[src/rtl/uart_rx_ctrl_if.sv]
// uart_rx_ctrl_if: bundles the serial input, baud tick, consumer handshake and
// receive status of uart_rx_ctrl.
//   master : drives rx, baud_tick, rx_ack; observes received word and status
//   slave  : the receiver itself
// The break_det signal exists only when UART_RX_BREAK_DET_EN is defined.
interface uart_rx_ctrl_if #(
  parameter int DATA_BITS = 8
);
  logic                 rx;
  logic                 baud_tick;
  logic                 rx_ack;
  logic [DATA_BITS-1:0] rx_data;
  logic                 rx_valid;
  logic                 parity_err;
  logic                 frame_err;
  logic                 overrun_err;
  logic                 busy;
`ifdef UART_RX_BREAK_DET_EN
  logic                 break_det;

  modport master (
    output rx, baud_tick, rx_ack,
    input  rx_data, rx_valid, parity_err, frame_err, overrun_err, busy, break_det
  );
  modport slave (
    input  rx, baud_tick, rx_ack,
    output rx_data, rx_valid, parity_err, frame_err, overrun_err, busy, break_det
  );
`else
  modport master (
    output rx, baud_tick, rx_ack,
    input  rx_data, rx_valid, parity_err, frame_err, overrun_err, busy
  );
  modport slave (
    input  rx, baud_tick, rx_ack,
    output rx_data, rx_valid, parity_err, frame_err, overrun_err, busy
  );
`endif
endinterface

[src/rtl/uart_rx_ctrl.sv]
// uart_rx_ctrl: UART receive controller. Start/data/parity/stop framing with an
// oversample tick counter, mid-bit sampling, false-start rejection, parity, framing
// and overrun detection, and a level rx_valid held until rx_ack.
// Ports:
//   clk  clock
//   rst  asynchronous reset, active low
//   bus  uart_rx_ctrl_if.slave: rx, baud_tick, rx_ack in; rx_data, rx_valid,
//        parity_err, frame_err, overrun_err, busy (and break_det) out
// Optional feature: define UART_RX_BREAK_DET_EN to turn an all-zero frame into a
// one-clock break_det pulse instead of a received word.
//
// state  | meaning
// IDLE   | line idle, waiting for rxs low
// START  | counting to mid start bit, rejects false starts
// DATA   | sampling DATA_BITS data bits, LSB first
// PARITY | sampling the parity bit
// STOP   | sampling stop bits; also holds after a break until the line goes high
module uart_rx_ctrl #(
  parameter int DATA_BITS  = 8,
  parameter int OVERSAMPLE = 16,
  parameter int PARITY_EN  = 1,
  parameter int PARITY_ODD = 0,
  parameter int STOP_BITS  = 1
) (
  input  logic           clk,
  input  logic           rst,
  uart_rx_ctrl_if.slave  bus
);
  localparam int TW = $clog2(OVERSAMPLE);
  localparam int BW = (DATA_BITS > 1) ? $clog2(DATA_BITS) : 1;

  typedef enum logic [2:0] {IDLE, START, DATA, PARITY, STOP} state_t;
  state_t state, state_nxt;

  logic                 rx_meta, rxs;
  logic [TW-1:0]        tcnt;
  logic [BW-1:0]        bit_idx;
  logic                 stop_idx;
  logic [DATA_BITS-1:0] shreg;
  logic                 pe_acc, fe_acc;
  logic                 half_pt, mid_pt, bit_last, stop_last;
  logic                 done, is_brk, brk_wait, busy_c;
  logic [DATA_BITS-1:0] rx_data_r;
  logic                 rx_valid_r, parity_err_r, frame_err_r, overrun_err_r;

  assign half_pt   = bus.baud_tick && (tcnt == TW'(OVERSAMPLE/2 - 1));
  assign mid_pt    = bus.baud_tick && (tcnt == TW'(OVERSAMPLE - 1));
  assign bit_last  = (bit_idx == BW'(DATA_BITS - 1));
  assign stop_last = (STOP_BITS == 1) || stop_idx;

`ifdef UART_RX_BREAK_DET_EN
  logic any_one;
  logic break_det_r;
  // Break: every sampled bit of the frame, including the final stop sample, was 0.
  assign is_brk = !any_one && !rxs;
`else
  assign is_brk   = 1'b0;
  assign brk_wait = 1'b0;
`endif

  // state register
  always_ff @(posedge clk or negedge rst) begin
    if (!rst) state <= IDLE;
    else      state <= state_nxt;
  end

  // next-state logic
  always_comb begin
    state_nxt = state;
    case (state)
      IDLE:    if (!rxs) state_nxt = START;
      START:   if (half_pt) state_nxt = rxs ? IDLE : DATA;
      DATA:    if (mid_pt && bit_last) state_nxt = (PARITY_EN != 0) ? PARITY : STOP;
      PARITY:  if (mid_pt) state_nxt = STOP;
      STOP: begin
        if (brk_wait) begin
          if (rxs) state_nxt = IDLE;
        end else if (done && !is_brk) begin
          state_nxt = IDLE;
        end
      end
      default: state_nxt = IDLE;
    endcase
  end

  // output / strobe logic
  always_comb begin
    busy_c = (state != IDLE);
    done   = (state == STOP) && !brk_wait && mid_pt && stop_last;
  end

  // synchronizer, counters and frame accumulators
  always_ff @(posedge clk or negedge rst) begin
    if (!rst) begin
      rx_meta  <= 1'b1;
      rxs      <= 1'b1;
      tcnt     <= '0;
      bit_idx  <= '0;
      stop_idx <= 1'b0;
      shreg    <= '0;
      pe_acc   <= 1'b0;
      fe_acc   <= 1'b0;
    end else begin
      rx_meta <= bus.rx;
      rxs     <= rx_meta;
      if (state_nxt != state || state == IDLE)
        tcnt <= '0;
      else if (bus.baud_tick)
        tcnt <= (tcnt == TW'(OVERSAMPLE - 1)) ? '0 : tcnt + TW'(1);
      if (state == START) begin
        bit_idx  <= '0;
        stop_idx <= 1'b0;
        pe_acc   <= 1'b0;
        fe_acc   <= 1'b0;
      end
      if (state == DATA && mid_pt) begin
        shreg   <= {rxs, shreg[DATA_BITS-1:1]};
        bit_idx <= bit_idx + BW'(1);
      end
      if (state == PARITY && mid_pt)
        pe_acc <= ((^shreg) ^ rxs) != (PARITY_ODD != 0);
      if (state == STOP && mid_pt && !brk_wait) begin
        stop_idx <= 1'b1;
        if (!rxs) fe_acc <= 1'b1;
      end
    end
  end

`ifdef UART_RX_BREAK_DET_EN
  always_ff @(posedge clk or negedge rst) begin
    if (!rst) begin
      any_one     <= 1'b0;
      brk_wait    <= 1'b0;
      break_det_r <= 1'b0;
    end else begin
      break_det_r <= done && is_brk;
      if (state == START) any_one <= 1'b0;
      else if ((state == DATA || state == PARITY || state == STOP) && mid_pt && rxs)
        any_one <= 1'b1;
      if (done && is_brk)        brk_wait <= 1'b1;
      else if (state_nxt == IDLE) brk_wait <= 1'b0;
    end
  end
  assign bus.break_det = break_det_r;
`endif

  // received word and status; a completion takes priority over a bare ack
  always_ff @(posedge clk or negedge rst) begin
    if (!rst) begin
      rx_data_r     <= '0;
      rx_valid_r    <= 1'b0;
      parity_err_r  <= 1'b0;
      frame_err_r   <= 1'b0;
      overrun_err_r <= 1'b0;
    end else if (done && !is_brk) begin
      if (!rx_valid_r || bus.rx_ack) begin
        rx_data_r     <= shreg;
        rx_valid_r    <= 1'b1;
        parity_err_r  <= pe_acc;
        frame_err_r   <= fe_acc | !rxs;
        overrun_err_r <= 1'b0;
      end else begin
        overrun_err_r <= 1'b1;
      end
    end else if (bus.rx_ack && rx_valid_r) begin
      rx_valid_r    <= 1'b0;
      parity_err_r  <= 1'b0;
      frame_err_r   <= 1'b0;
      overrun_err_r <= 1'b0;
    end
  end

  assign bus.rx_data     = rx_data_r;
  assign bus.rx_valid    = rx_valid_r;
  assign bus.parity_err  = parity_err_r;
  assign bus.frame_err   = frame_err_r;
  assign bus.overrun_err = overrun_err_r;
  assign bus.busy        = busy_c;
endmodule

[src/flat_wrapper.sv]
// flat-port wrapper written by rule: the top's interface ports become plain ports
module uart_rx_ctrl_flat 
#(
  parameter int DATA_BITS  = 8,
  parameter int OVERSAMPLE = 16,
  parameter int PARITY_EN  = 1,
  parameter int PARITY_ODD = 0,
  parameter int STOP_BITS  = 1
)
  (clk, rst, bus_rx, bus_baud_tick, bus_rx_ack, bus_rx_data, bus_rx_valid, bus_parity_err, bus_frame_err, bus_overrun_err, bus_busy);
  uart_rx_ctrl_if #(.DATA_BITS(DATA_BITS)) bus_i ();
  input  logic clk;
  input  logic rst;
  input wire logic [$bits(bus_i.rx)-1:0] bus_rx;
  input wire logic [$bits(bus_i.baud_tick)-1:0] bus_baud_tick;
  input wire logic [$bits(bus_i.rx_ack)-1:0] bus_rx_ack;
  output wire logic [$bits(bus_i.rx_data)-1:0] bus_rx_data;
  output wire logic [$bits(bus_i.rx_valid)-1:0] bus_rx_valid;
  output wire logic [$bits(bus_i.parity_err)-1:0] bus_parity_err;
  output wire logic [$bits(bus_i.frame_err)-1:0] bus_frame_err;
  output wire logic [$bits(bus_i.overrun_err)-1:0] bus_overrun_err;
  output wire logic [$bits(bus_i.busy)-1:0] bus_busy;
  assign bus_i.rx = bus_rx;
  assign bus_i.baud_tick = bus_baud_tick;
  assign bus_i.rx_ack = bus_rx_ack;
  assign bus_rx_data = bus_i.rx_data;
  assign bus_rx_valid = bus_i.rx_valid;
  assign bus_parity_err = bus_i.parity_err;
  assign bus_frame_err = bus_i.frame_err;
  assign bus_overrun_err = bus_i.overrun_err;
  assign bus_busy = bus_i.busy;
  uart_rx_ctrl #(.DATA_BITS(DATA_BITS), .OVERSAMPLE(OVERSAMPLE), .PARITY_EN(PARITY_EN), .PARITY_ODD(PARITY_ODD), .STOP_BITS(STOP_BITS)) u_core (.clk(clk), .rst(rst), .bus(bus_i));
endmodule
[config.mk]
export PLATFORM = sky130hd
export DESIGN_NAME = uart_rx_ctrl_flat
export DESIGN_NICKNAME = d
export VERILOG_FILES = /design/src/rtl/uart_rx_ctrl_if.sv /design/src/rtl/uart_rx_ctrl.sv /design/src/flat_wrapper.sv
export SDC_FILE = /design/constraint.sdc
export NUM_CORES = 1
export LEC_CHECK = 0
export BUFFER_PORTS_ARGS = -buffer_cell sky130_fd_sc_hd__clkbuf_2
export CORE_MARGIN = 5
export CORE_UTILIZATION = 55
export CTS_BUF_LIST = sky130_fd_sc_hd__clkbuf_4 sky130_fd_sc_hd__clkbuf_8 sky130_fd_sc_hd__clkbuf_16
export DETAILED_ROUTE_END_ITERATION = 10
export PLACE_DENSITY = 0.74
export SYNTH_ARGS = -nofsm -noshare
export SYNTH_HDL_FRONTEND = slang
export SYNTH_SLANG_ARGS = --single-unit
[constraint.sdc]
create_clock -name clk -period 4.3 [get_ports clk]
set_input_delay 1.075 -clock clk [delete_from_list [all_inputs] [get_ports clk]]
set_output_delay 1.075 -clock clk [all_outputs]
set_load 0.005 [all_outputs]
==> results of run 1 <==
worst min-delay path by stage:
stage	endpoint	slack, ps	cells after the start
after detailed placement	u_core.rxs	350	0
after global placement	u_core.rxs	350	0
after global routing	u_core.rxs	370	0
after floorplan	u_core.rxs	350	0
after CTS	u_core.rxs	360	0
final	u_core.rxs	360	0
synth_stat cells, types with 2 or more instances:
library cell  count
inv_1             3
o31ai_1           2
nand3_1           2
o211ai_1          3
nand2b_1          4
buf_2             2
mux2i_1           3
xnor2_1           6
clkbuf_1          4
ha_1              3
dfrtp_1          32
nor3_1            4
xor2_1            2
buf_6             2
nor2_1            9
a31oi_1           2
a21oi_1           4
mux2_4            8
o21ai_0          10
dfstp_2           2
nand2_1           8
or3_1             2
mux2_2            8
layer usage:
layer	vias up	part of all wire (%)
met3	8	5.3
met4	0	2.5
met5	-	0
met1	513	47
met2	24	46
li1	521	-
kinds of logic after synthesis:
kind of cell / after synthesis / synth area share, %
adders and majority gates: 3 / 2.28
DFF: 34 / 51.7
and+or+nand+nor: 35 / 11.8
buffers and inverters: 11 / 3.57
xor gates and xnor gates: 9 / 5.61
muxes: 19 / 14.6
AOI/OAI and AO/OA: 27 / 10.4
metrics by stage:
step	instance area, um2	setup slack, ps
floorplan	1650	2120
global placement	1730	1730
detailed placement	1730	1680
CTS	1810	1810
global route	1810	1760
finish	1810	1830
sequential cells by signal (all words and copies together) (netlist names), 3 cells and up:
register and flops:
u_core.bit_idx 3, u_core.bus.rx_data 8, u_core.shreg 8, u_core.state 3, u_core.tcnt 4
worst max-delay path, cell delays in order (launching register included):
cell and delay, ps:
dfrtp_1 580, or3_1 380, clkbuf_2 120
layout make-up:
| class | count | area (um2) | share of cell area [%] |
|---|---|---|---|
| sequential | 34 | 853 | 47.2 |
| timing repair buffer | 17 | 85.1 | 4.71 |
| tap | 31 | 38.8 | 2.15 |
| clock inverter | 1 | 30.0 | 1.66 |
| multi-input combinational | 93 | 737 | 40.8 |
| clock buffer | 6 | 51.3 | 2.84 |
| inverter | 3 | 11.3 | 0.623 |
where the power goes:
group          switching, mW  total [mW]  internal [mW]
clock                 0.0986       0.234          0.135
combinational         0.0788       0.145         0.0663
sequential            0.0578       0.414          0.356
total                  0.235       0.793          0.557
cells in the final DEF, fill, tap and decap left out, drive strengths merged:
master,instances
inv,3
xor2,2
nor3,4
o31ai,2
nand2b,4
o21ai,10
xnor3,1
and4,1
o21a,1
a311oi,1
and4b,1
nand2,9
and3,1
a21oi,4
mux2,16
a31oi,2
nand4b,1
mux2i,3
dfrtp,32
o31a,1
clkbuf,23
o211ai,3
or3,2
ha,3
bufinv,1
dfstp,2
xnor2,6
o21bai,1
nand3,3
a32o,1
nor2,9
a32oi,1
==> impl_metrics.py, run 1 <==
metrics = {
    "status": {
        "status": "completed",
    },
    "grt": {
        "met2_usage_pct": 22.7,
        "grt_use_met3_pct": 4.84,
        "grt_pass1_vias": 1045,
        "grt_busiest_layer": "met2",
        "grt_antenna_before_repair": 0,
        "grt.total_usage_pct": 15.1,
        "grt_max_degree": 35,
        "grt_pass1_wl_um": 4830,
        "grt_overflow": 0,
        "use_met1_pct": 19.5,
    },
    "setup_path": {
        "endpoint": "bus_busy",
        "r2r-end": "u_core.bus.rx_data[7]",
        "worstSetupEndpointType": "primary output",
        "r2r_cells": 5,
        "r2r_slack_ps": 2200,
        "crit_type": "flop to primary output",
        "crit_path_start_kind": "flop",
        "cp.arrival_ps": 1390,
        "required_ps": 3220,
        "path_max_fanout": 16,
        "r2r_start": "u_core.tcnt[0]",
        "crit_start": "u_core.state[1]",
    },
    "worst_hold_path": {
        "hold_path_startpoint": "u_core.rx_meta",
        "hold_class": "flop to flop",
    },
    "place": {
        "dpl.cell_count": 178,
        "io_buffers": 17,
        "dpl.hpwl_um": 1910,
        "gp_congestion": 0.726,
    },
    "cts": {
        "tritoncts": "done",
        "cts-resized-gates": 0,
        "clock_latency_ps": 330,
        "clock_sinks": 34,
        "path_clk_slew_ps": 90,
        "cts_hold_buf": 0,
        "post_cts_buffers": 0,
        "cts_buffers": 5,
        "ctsLongestPathBuffers": 2,
        "cts_root_buffer": "clkbuf_4",
        "h-tree-depth": 2,
    },
    "drt": {
        "post_drt_via_cell_ratio": 5.76,
        "wire_per_inst_um": 14.4,
        "num_vias": 1066,
        "finalWirelength_um": 2660,
        "drc": 0,
        "postRouteAntennaNets": 0,
        "first_pass_iters": 4,
        "drt_iter0_drc": 65,
    },
    "synth": {
        "ys_warn_count": 0,
        "netlist_instances": 138,
        "synth_area_leaders": "dfrtp_1 49%, mux2_4 7.3%, mux2_2 5.5%",
        "syn_nets": 146,
        "synth_edf_count": 0,
        "synth_cell_type_count": 36,
        "seq_area_frac_synth_pct": 51.7,
        "synth_top_area_share_pct": 48.6,
        "synth_largest_area_cell": "dfrtp_1",
        "ys_async_sr_fraction_pct": 100,
        "synth_area_mm2": 0.00165,
        "synth_area_per_cell_um2": 11.9,
        "ys_seq_elements": 34,
        "synth-main-ff-cell": "dfrtp_1",
    },
    "floorplan": {
        "die_h_um": 64.8,
        "num_io_pins": 18,
        "initial_utilization_pct": 58.8,
        "dieArea_mm2": 0.00419,
        "rows": 19,
        "core_area_mm2": 0.00281,
        "die_w_um": 64.8,
    },
    "layout": {
        "syn2layout_area_growth_pct": 9.56,
        "nNetsFinal": 162,
        "post-route-util_pct": 64.4,
        "diodes": 0,
        "fill_cells": 225,
        "fin_cells": 185,
        "drive_gt1_share_pct": 28.6,
    },
    "timing": {
        "maxSlewViolCount": 0,
        "max_slew_margin_pct": 45.6,
        "fin_crit_ps": 2470,
        "rsz0062_at_grt": "no",
        "final.setup.tns_ps": 0,
        "fin_skew_ps": 5.49,
        "hold_viol": 0,
        "finalCritPeriodShare_pct": 57.4,
        "tightest_slew_ps": 817,
        "hold_slack_ps": 361,
        "final-setup-viol-count": 0,
        "fmax_ghz": 0.405,
    },
    "power_and_ir_drop": {
        "power.total_mw": 0.793,
        "power.leakage_nw": 0.907,
        "ir_worst_vdd_mv": 0.238,
        "power_density_mw_per_mm2": 439,
    },
    "job": {
        "cap_violations": 0,
    },
}
(Power assumes the default switching activity.)
==> run 2, diff against run 1 <==
- clock period: 4.3 -> 2.5 ns (I/O delays scaled with it)
==> impl_metrics.py, run 2 (synthesis gave the netlist of run 1 again) <==
metrics = {
    "status": {
        "status": "completed",
    },
    "place": {
        "place_ws_ps": 480,
        "io_buffers": 17,
        "gp_congestion": 0.768,
        "dpl.cell_count": 179,
        "dpl.hpwl_um": 1990,
        "placed_cell_area_mm2": 0.00173,
    },
    "cts": {
        "ctsLongestPathBuffers": 2,
        "tritoncts": "done",
        "cts_buffers": 5,
        "cts_hold_buf": 0,
        "cts_root_buffer": "clkbuf_4",
        "clock_sinks": 34,
        "path_clk_slew_ps": 110,
        "h-tree-depth": 2,
        "post_cts_buffers": 0,
        "clock_latency_ps": 330,
        "cts-resized-gates": 0,
    },
    "power_and_ir_drop": {
        "power_switching_mw": 0.405,
        "clkPwrFrac_pct": 29.8,
        "ir_worst_vdd_mv": 0.560,
        "power.total_mw": 1.36,
        "power.leakage_nw": 0.912,
        "p_int_mw": 0.960,
        "swShare_pct": 29.7,
        "power_density_mw_per_mm2": 752,
        "pwr-share-seq_pct": 51.8,
        "pwr-share-comb_pct": 18.4,
    },
    "layout": {
        "fin_cells": 186,
        "drive_gt1_share_pct": 29.0,
        "nNetsFinal": 163,
        "fin_area_mm2": 0.00181,
        "post-route-util_pct": 64.7,
        "syn2layout_area_growth_pct": 10.0,
        "final_cell_mix": "32 x dfrtp_1, 17 x clkbuf_2, 10 x o21ai_0",
        "diodes": 0,
        "final_common_cell": "dfrtp_1",
    },
    "drt": {
        "postRouteAntennaNets": 0,
        "num_vias": 1074,
        "finalWirelength_um": 2810,
        "drt_iter0_drc": 55,
        "post_drt_via_cell_ratio": 5.77,
        "wire_per_inst_um": 15.1,
        "first_pass_iters": 4,
        "drc": 0,
    },
    "floorplan": {
        "num_io_pins": 18,
        "core_area_mm2": 0.00281,
        "dieArea_mm2": 0.00419,
        "die_w_um": 64.8,
        "initial_utilization_pct": 58.8,
        "die_h_um": 64.8,
        "rows": 19,
    },
    "timing": {
        "fin_ws_ps": 473,
        "tightest_slew_ps": 798,
        "rsz0062_at_grt": "no",
        "fmax_ghz": 0.493,
        "final.setup.tns_ps": 0,
        "max_slew_margin_pct": 46.8,
        "hold_viol": 0,
        "fin_crit_ps": 2030,
        "maxSlewViolCount": 0,
        "finalCritPeriodShare_pct": 81.1,
        "final-setup-viol-count": 0,
        "fin_skew_ps": 14.4,
        "hold_slack_ps": 363,
    },
    "setup_path": {
        "r2r-end": "u_core.bus.rx_data[2]",
        "r2r_cells": 5,
        "crit_start": "u_core.state[1]",
        "crit_type": "flop to primary output",
        "cp.arrival_ps": 1400,
        "worstSetupEndpointType": "primary output",
        "cpPeakStageDelay_ps": 570,
        "required_ps": 1880,
        "path_max_fanout": 16,
        "worstPathCellList": "or3_1, clkbuf_2",
        "r2r_slack_ps": 580,
        "crit_path_start_kind": "flop",
        "r2r_start": "u_core.tcnt[0]",
        "endpoint": "bus_busy",
        "cp_slowest_cell": "dfrtp_1",
    },
    "grt": {
        "grt_pass1_wl_um": 4940,
        "grt_max_degree": 35,
        "grt.total_usage_pct": 15.6,
        "grt_pass1_vias": 1048,
        "grt_overflow": 0,
        "grt_antenna_before_repair": 0,
    },
    "job": {
        "cap_violations": 0,
    },
    "worst_hold_path": {
        "hold_class": "input pin to async pin",
    },
}
==> run 2: cell types whose count changed in the layout (fill, tap and decap cells not counted) <==
cell,delta
buf_4,+1
==> run 2: how the worst min path moves through the flow <==
stage                     slack, ps                end            from
after global routing            350     u_core.rx_meta          bus_rx
after global placement          350         u_core.rxs  u_core.rx_meta
after detailed placement        350         u_core.rxs  u_core.rx_meta
after CTS                       350     u_core.rx_meta          bus_rx
after floorplan                 330  u_core.bit_idx[0]             rst
final                           360    u_core.shreg[2]             rst
==> run 2: critical path: cells and delay by family (launching register included) <==
kind,cells,cell delay (ps)
AND/OR/NAND/NOR,1,390
flip-flops,1,570
buffers and inverters,1,120
==> run 2: power groups by stage <==
stage | clock (mW) | combinational, mW | sequential (mW)
3_3_place_gp | 0 | 0.238 | 0.713
2_1_floorplan | 0 | 0.224 | 0.666
5_1_grt | 0.446 | 0.288 | 0.723
6_report | 0.407 | 0.250 | 0.707
3_5_place_dp | 0 | 0.252 | 0.717
4_1_cts | 0.414 | 0.254 | 0.706
==> run 2: layer usage <==
layer	up-vias	GRT usage (%)	part of all wire [%]
met4	0	4.75	0.50
met1	514	20.4	46
met3	2	6.74	5.4
met5	-	0	0
li1	526	-	-
met2	32	23.6	48
==> run 2: layout make-up <==
type | count | area [um2]
inverters | 3 | 11.3
clock inverters | 1 | 30.0
fillers | 229 | 991
well taps | 31 | 38.8
clock buffers | 6 | 51.3
flip-flops and latches | 34 | 853
multi-input cells | 93 | 737
repair buffers | 18 | 92.6
==> run 3, diff against run 2 <==
- CORE_UTILIZATION: 55 -> 51
- PLACE_DENSITY: 0.74 -> 0.73
- clock period: 2.5 -> 1.8 ns (I/O delays scaled with it)
==> impl_metrics.py, run 3 (synthesis gave the netlist of run 1 again) <==
metrics = {
    "cts": {
        "tritoncts": "done",
        "cts_buffers": 5,
        "path_clk_slew_ps": 100,
        "cts_hold_buf": 0,
        "cts_root_buffer": "clkbuf_4",
        "clock_sinks": 34,
        "clock_latency_ps": 330,
        "ctsLongestPathBuffers": 2,
        "h-tree-depth": 2,
    },
    "status": {
        "status": "completed",
    },
    "setup_path": {
        "crit_start": "u_core.state[2]",
        "crit_path_start_kind": "flop",
        "cp.arrival_ps": 1280,
        "r2r-end": "u_core.bus.rx_data[0]",
        "r2r_slack_ps": 100,
        "r2r_cells": 5,
        "required_ps": 1350,
        "worstSetupEndpointType": "primary output",
        "r2r_start": "u_core.tcnt[1]",
        "crit_type": "flop to primary output",
        "endpoint": "bus_busy",
        "path_max_fanout": 10,
    },
    "floorplan": {
        "die_w_um": 66.9,
        "initial_utilization_pct": 53.6,
        "core_area_mm2": 0.00308,
        "num_io_pins": 18,
        "dieArea_mm2": 0.00447,
        "die_h_um": 66.9,
        "rows": 20,
    },
    "power_and_ir_drop": {
        "ir_worst_vdd_mv": 0.534,
        "power_density_mw_per_mm2": 984,
        "power.leakage_nw": 0.951,
        "power.total_mw": 1.89,
    },
    "drt": {
        "post_drt_via_cell_ratio": 5.40,
        "wire_per_inst_um": 14.0,
        "drt_iter0_drc": 60,
        "first_pass_iters": 2,
        "finalWirelength_um": 2920,
        "drc": 0,
        "num_vias": 1123,
        "postRouteAntennaNets": 0,
    },
    "timing": {
        "fin_crit_ps": 1730,
        "fin_skew_ps": 10.6,
        "finalCritPeriodShare_pct": 96.0,
        "max_slew_margin_pct": 72.2,
        "final-setup-viol-count": 0,
        "tightest_slew_ps": 417,
        "hold_viol": 0,
        "fin_ws_ps": 71.2,
        "fmax_ghz": 0.578,
        "final.setup.tns_ps": 0,
        "rsz0062_at_grt": "yes",
        "maxSlewViolCount": 0,
    },
    "worst_hold_path": {
        "hold_class": "input pin to async pin",
    },
    "layout": {
        "multi_input_comb_area_um2": 768,
        "final_common_cell": "dfrtp_1",
        "diodes": 0,
        "drive_gt1_share_pct": 35.4,
        "seq_area_um2": 855,
        "fill_cells": 255,
        "final_cell_mix": "31 x dfrtp_1, 17 x clkbuf_2, 10 x o21ai_0",
        "nNetsFinal": 171,
        "syn2layout_area_growth_pct": 16.3,
    },
    "place": {
        "gp_congestion": 0.862,
        "io_buffers": 17,
        "place_ws_ps": 54.0,
        "dpl.hpwl_um": 2080,
    },
    "grt": {
        "grt.total_usage_pct": 15.3,
        "grt_pass1_wl_um": 5090,
        "grt_overflow": 0,
        "grt_antenna_before_repair": 0,
        "grt_max_degree": 35,
        "grt_pass1_vias": 1169,
    },
    "job": {
        "cap_violations": 0,
    },
}
-- run 3: through the flow --
step / hold slack, ps / util (%) / cells / area (um2)
after global placement: 346 / 58.9 / 199 / 1810
after CTS: 133 / 61.0 / 207 / 1880
after floorplan: 154 / - / 138 / 1650
after global routing: 139 / 62.3 / 208 / 1920
final: 123 / 62.3 / 208 / 1920
after detailed placement: 351 / 58.9 / 199 / 1810
-- run 3: per-layer routing --
| metal | vias up | wire length [um] | global-route usage (%) |
|---|---|---|---|
| met4 | 0 | 38 | 5.32 |
| met5 | - | 0 | 0 |
| met2 | 15 | 1480 | 27.1 |
| met3 | 4 | 97 | 4.55 |
| met1 | 566 | 1310 | 17.4 |
| li1 | 538 | - | - |
-- run 3: area by class of cell --
type / count / area share [%]
multi-input combinational: 93 / 40.1
clock inverter: 1 / 0.261
sequential: 34 / 44.6
tap: 44 / 2.87
clock buffer: 7 / 3.07
inverter: 3 / 0.587
timing repair buffer: 26 / 8.61
-- run 3: critical path, stage by stage (launching register included) --
cell,delay [ps]
dfrtp_2,490
or3_1,360
clkbuf_2,110
-- run 3: timing repair --
action / 4_1_cts / 5_1_grt
resized for setup: 0 / 6
setup buffers: 0 / 1
setup endpoints to repair: 0 / 24
-- run 3: report_power, final --
group	total [mW]	internal (mW)	switching [mW]
combinational	0.516	0.235	0.281
sequential	0.928	0.851	0.0773
clock	0.444	0.204	0.240
total	1.89	1.29	0.598
-- run 3: worst min-delay path by stage --
stage                   start               endpoint  slack, ps  depth (start not counted)
3_5_place_dp   u_core.rx_meta             u_core.rxs        350                          0
3_3_place_gp   u_core.rx_meta             u_core.rxs        350                          0
2_1_floorplan             rst      u_core.bit_idx[0]        150                          0
6_report                  rst  u_core.bus.rx_data[6]        120                          2
5_1_grt                   rst         u_core.tcnt[0]        140                          2
4_1_cts                   rst  u_core.bus.rx_data[6]        130                          2
